## src/rtl/unidade_entrada.sv

```systemverilog
// rtl/unidade_entrada.sv - switch capture stage feeding the register bank write port
// Waits for a debounced confirm press, then writes the extended switches to the destination register.
module unidade_entrada #(
  parameter int LARGURA_SWITCH  = 16,
  parameter int DEBOUNCE_CICLOS = 500000,
  parameter int SINAL           = 0
) (
  input  logic                      clock,
  input  logic                      reset,
  input  logic [LARGURA_SWITCH-1:0] switches,
  input  logic                      botaoConfirma,
  input  logic                      requisicaoEntrada,
  input  logic [4:0]                enderecoDestino,
  output logic [31:0]               dadoEntrada,
  output logic [4:0]                enderecoEscritaEntrada,
  output logic                      escritaEntrada,
  output logic                      estagioEntradaSwitch,
  output logic                      aguardandoEntrada,
  output logic                      entradaConcluida
);

  localparam int LARGURA_CONT = (DEBOUNCE_CICLOS > 2) ? $clog2(DEBOUNCE_CICLOS) : 1;
  localparam logic [LARGURA_CONT-1:0] CONT_MAX = LARGURA_CONT'(DEBOUNCE_CICLOS - 1);
  localparam bit ESTENDE_SINAL = (SINAL != 0);

  typedef enum logic [2:0] {
    OCIOSO,
    AGUARDA_SOLTAR,
    AGUARDA_PRESSAO,
    ESCREVE,
    CONCLUI,
    AGUARDA_BAIXA
  } estado_t;

  estado_t                 estado;
  logic                    botaoSync1;
  logic                    botaoSync2;
  logic                    botaoEstavel;
  logic [LARGURA_CONT-1:0] contador;
  logic [31:0]             switchesEstendidos;

  generate
    if (LARGURA_SWITCH == 32) begin : gSemExtensao
      assign switchesEstendidos = switches;
    end else begin : gExtensao
      logic bitTopo;
      assign bitTopo = ESTENDE_SINAL ? switches[LARGURA_SWITCH-1] : 1'b0;
      assign switchesEstendidos = {{(32-LARGURA_SWITCH){bitTopo}}, switches};
    end
  endgenerate

  // The button idles high (released); both stages reset to the released level.
  always_ff @(posedge clock or negedge reset) begin
    if (!reset) begin
      botaoSync1 <= 1'b1;
      botaoSync2 <= 1'b1;
    end else begin
      botaoSync1 <= botaoConfirma;
      botaoSync2 <= botaoSync1;
    end
  end

  always_ff @(posedge clock or negedge reset) begin
    if (!reset) begin
      botaoEstavel <= 1'b1;
      contador     <= '0;
    end else if (botaoSync2 == botaoEstavel) begin
      contador <= '0;
    end else if (contador == CONT_MAX) begin
      botaoEstavel <= botaoSync2;
      contador     <= '0;
    end else begin
      contador <= contador + 1'b1;
    end
  end

  // Outputs are set on the transition into the state that owns them.
  always_ff @(posedge clock or negedge reset) begin
    if (!reset) begin
      estado                 <= OCIOSO;
      dadoEntrada            <= '0;
      enderecoEscritaEntrada <= '0;
      escritaEntrada         <= 1'b0;
      estagioEntradaSwitch   <= 1'b0;
      aguardandoEntrada      <= 1'b0;
      entradaConcluida       <= 1'b0;
    end else begin
      escritaEntrada       <= 1'b0;
      estagioEntradaSwitch <= 1'b0;
      entradaConcluida     <= 1'b0;
      case (estado)
        OCIOSO: begin
          if (requisicaoEntrada) begin
            aguardandoEntrada <= 1'b1;
            estado            <= botaoEstavel ? AGUARDA_PRESSAO : AGUARDA_SOLTAR;
          end
        end
        AGUARDA_SOLTAR: begin
          if (!requisicaoEntrada) begin
            aguardandoEntrada <= 1'b0;
            estado            <= OCIOSO;
          end else if (botaoEstavel) begin
            estado <= AGUARDA_PRESSAO;
          end
        end
        AGUARDA_PRESSAO: begin
          if (!requisicaoEntrada) begin
            aguardandoEntrada <= 1'b0;
            estado            <= OCIOSO;
          end else if (!botaoEstavel) begin
            dadoEntrada            <= switchesEstendidos;
            enderecoEscritaEntrada <= enderecoDestino;
            escritaEntrada         <= 1'b1;
            estagioEntradaSwitch   <= 1'b1;
            aguardandoEntrada      <= 1'b0;
            estado                 <= ESCREVE;
          end
        end
        ESCREVE: begin
          entradaConcluida <= 1'b1;
          estado           <= CONCLUI;
        end
        CONCLUI: begin
          estado <= AGUARDA_BAIXA;
        end
        AGUARDA_BAIXA: begin
          if (!requisicaoEntrada) estado <= OCIOSO;
        end
        default: begin
          aguardandoEntrada <= 1'b0;
          estado            <= OCIOSO;
        end
      endcase
    end
  end

endmodule

```

## config.mk

```make
export PLATFORM = sky130hd
export DESIGN_NAME = unidade_entrada
export DESIGN_NICKNAME = d
export VERILOG_FILES = /design/src/rtl/unidade_entrada.sv
export SDC_FILE = /design/constraint.sdc
export NUM_CORES = 1
export LEC_CHECK = 0
export CAP_MARGIN = 40
export CORE_MARGIN = 1.5
export CORE_UTILIZATION = 40
export CTS_BUF_LIST = sky130_fd_sc_hd__clkbuf_2 sky130_fd_sc_hd__clkbuf_4 sky130_fd_sc_hd__clkbuf_8
export DETAILED_ROUTE_END_ITERATION = 7
export PLACE_DENSITY = 0.72
export SKIP_CTS_REPAIR_TIMING = 1
export SLEW_MARGIN = 10
export SYNTH_ARGS = -nofsm -noshare
export SYNTH_HDL_FRONTEND = slang
export SYNTH_SLANG_ARGS = --single-unit
```

## constraint.sdc

```tcl
create_clock -name clock -period 3 [get_ports clock]
set_input_delay 0.45 -clock clock [delete_from_list [all_inputs] [get_ports clock]]
set_output_delay 0.45 -clock clock [all_outputs]
set_load 0.03 [all_outputs]
```

==> flow_summary.ini <==
[detailed_routing]
number_of_iterations_in_the_first_detailed_routing_pass = 4
remaining_drc_errors = 0
via_per_inst = 4.82
post_drt_wl_per_cell_um = 12.8
drt-total-wl_mm = 4.08
postRouteAntennaNets = 0
vias = 1537
drtIter0Drc = 42

[synth]
synth_enable_flop_cells = 0
asr_flop_ratio_synth = 1.00
yosys_most_used_dff = dfrtp_1
synth.avg_cell_area_um2 = 11.6
synth_sequential_area_ratio = 0.550
yosys_warnings = 0
synth_cell_type_count = 35
yosys_register_bits = 49
synth_cells = 193
mappedNetlistArea_um2 = 2230

[clock_network]
tritoncts_sinks = 49
htreeDepth = 2
insertion_delay_ns = 0.30
cts-buffers-inserted = 5
worst_setup_hold_path_clk_slew_ns = 0.09
cts.root.buffer_cell = clkbuf_8
max-clock-path-buffers = 2
clock_tree_from_tritoncts = done

[critical_path]
worst_path_largest_cell_delay_ns = 0.55
slowest_stage = or4_1
reg2reg_depth = 5
path_cells = ha_1 > nand3_1 > or4_1 > o21ai_4 > nor2_1
crit-reg2reg-capture = contador[9]
critPathKind = flip-flop to flip-flop
critical_path_required_ns = 3.15
critPathLaunchType = flip-flop
worstSetupEndpointType = flip-flop
regToRegSetupSlack_ns = 0.89
critPathArrivalTime_ns = 2.26
r2r-start = contador[0]
worst-path-max-fanout = 18

[sta]
final_period_minus_worst_setup_slack_ns = 2.11
worst_clock_skew_ns = 0.0146
hold_slack_ns = 0.141
tns_ns = 0
finalMaxSlewViolations = 0
final-hold-violation-count = 0
finalSetupViolCount = 0
post-route-period-util = 0.702
setup_repair_after_global_routing_missed_its_margin = false
relSlewSlack = 0.609
worst-slew-pin-transition_ns = 0.580
max_freq_mhz = 475
postLayoutSetupSlackWorst_ns = 0.894

[place]
place_ws_ns = 0.846
post-dp-hpwl_mm = 2.95
finalWeightedCongestion = 0.743
buffer_ports.inserted = 49
postPlaceCellArea_um2 = 2740
placedCellCount = 311

[global_route]
grt_pass1_wl_mm = 7.11
maximum_number_of_pins_on_one_net_before_global_route_repair = 27
track_usage = 0.148
grt_pass1_vias = 1553
grt_overflow_total = 0
number_of_antenna_violations_at_the_first_check_in_global_routing = 0

[pwr]
power_density_nw_per_um2 = 497
power.ir.vdd_worst_uv = 315
total_power_mw = 1.42
power_leakage_nw = 1.20

[layout]
num-nets-final = 272
antenna_cells = 0
final_cells = 319
final_util = 0.525
layout-drive-gt1-share = 0.170
areaGrowthSynthToFinish_pct = 27.8
stdcell_area_um2 = 2860

[floorplanning]
chipWidth_um = 77.7
core_area_um2 = 5440
floorplan.die.height_um = 77.7
die_area_um2 = 6040
io_pins = 66
floorplan.initialDensity = 0.411
core.rowCount = 27

[job]
drv_cap = 0

[status]
outcome = finished clean

[min_path]
hold_path_class = input port to asynchronous set/reset pin
cell type report:
class / instances / area (um^2)
inverters: 6 / 22.5
well taps: 72 / 90.1
fillers: 475 / 2580
clock buffers: 6 / 76.3
multi-input cells: 132 / 890
clock inverters: 2 / 38.8
flip-flops and latches: 49 / 1230
repair buffers: 52 / 508
how the worst max path moves through the flow:
stage / from / endpoint / slack, ns / cells past startpoint
after global routing: contador[0] / contador[9] / 0.73 / 5
after CTS: contador[0] / contador[9] / 0.88 / 5
after detailed placement: requisicaoEntrada / dadoEntrada[6] / 0.85 / 5
after global placement: requisicaoEntrada / dadoEntrada[9] / 0.87 / 5
after floorplan: contador[14] / contador[10] / 1.15 / 5
final: contador[0] / contador[9] / 0.89 / 5
report_power, final:
part           switching [mW]  leakage (nW)  total, mW  internal [mW]
Combinational           0.130         0.504      0.230         0.0993
Clock                   0.216        0.0588      0.476          0.259
Sequential             0.0186         0.637      0.713          0.694
Total                   0.365          1.20       1.42           1.05
sequential cells by signal (all words and copies together), names as in the netlist:
signal and flops:
contador 19, botaoSync2 1, botaoSync1 1, enderecoEscritaEntrada 5, estagioEntradaSwitch 1, aguardandoEntrada 1, dadoEntrada 16, estado 3
botaoEstavel 1, entradaConcluida 1
synth_stat cells (2+ instances only):
master	instances	share of area
nand4_1	4	0.011
a21oi_1	5	0.011
buf_4	17	0.057
xnor2_1	14	0.055
nand2_1	4	0.0067
dfrtp_1	46	0.52
nor4_1	5	0.014
nor2_1	26	0.044
buf_2	2	0.0045
mux2_2	22	0.11
nor3_1	4	0.0090
inv_1	6	0.010
nand2b_1	6	0.017
dfstp_2	3	0.035
xor2_1	2	0.0078
or4_1	3	0.010
nand3_1	6	0.013
per-layer routing:
layer,share of wire,global-route usage,vias to the layer above
met5,0,0,-
met4,0.017,0.0709,0
met3,0.037,0.0200,6
met2,0.51,0.243,45
met1,0.44,0.191,757
li1,-,-,729
logic make-up (layout without fill, tap and decap cells):
| family | after synthesis | count (layout) | share of synthesized area |
|---|---|---|---|
| other | 1 | 16 | 0.00168 |
| AOI/OAI and AO/OA | 12 | 12 | 0.0386 |
| DFF | 49 | 49 | 0.550 |
| adders and majority gates | 1 | 1 | 0.00560 |
| buffers and inverters | 27 | 66 | 0.0789 |
| and+or+nand+nor | 65 | 65 | 0.151 |
| muxes | 22 | 22 | 0.111 |
| xor gates and xnor gates | 16 | 16 | 0.0627 |
cells in the final DEF, fill, tap and decap left out, types with 4 or more instances in the layout:
| master | count |
|---|---|
| nand3_1 | 6 |
| xnor2_1 | 14 |
| nand2b_1 | 6 |
| a21oi_1 | 5 |
| nand2_1 | 4 |
| clkbuf_8 | 5 |
| nor4_1 | 5 |
| nor2_1 | 26 |
| dfrtp_1 | 46 |
| conb_1 | 16 |
| mux2_2 | 22 |
| nand4_1 | 4 |
| inv_1 | 6 |
| clkdlybuf4s50_1 | 48 |
critical path, delay by kind of cell (launching register included):
kind / cells / cell delay [ns]
compound gates: 1 / 0.44
fa+ha+maj: 1 / 0.20
flops: 1 / 0.39
simple gates: 3 / 0.94
Power figures use the tool's default switching activity.
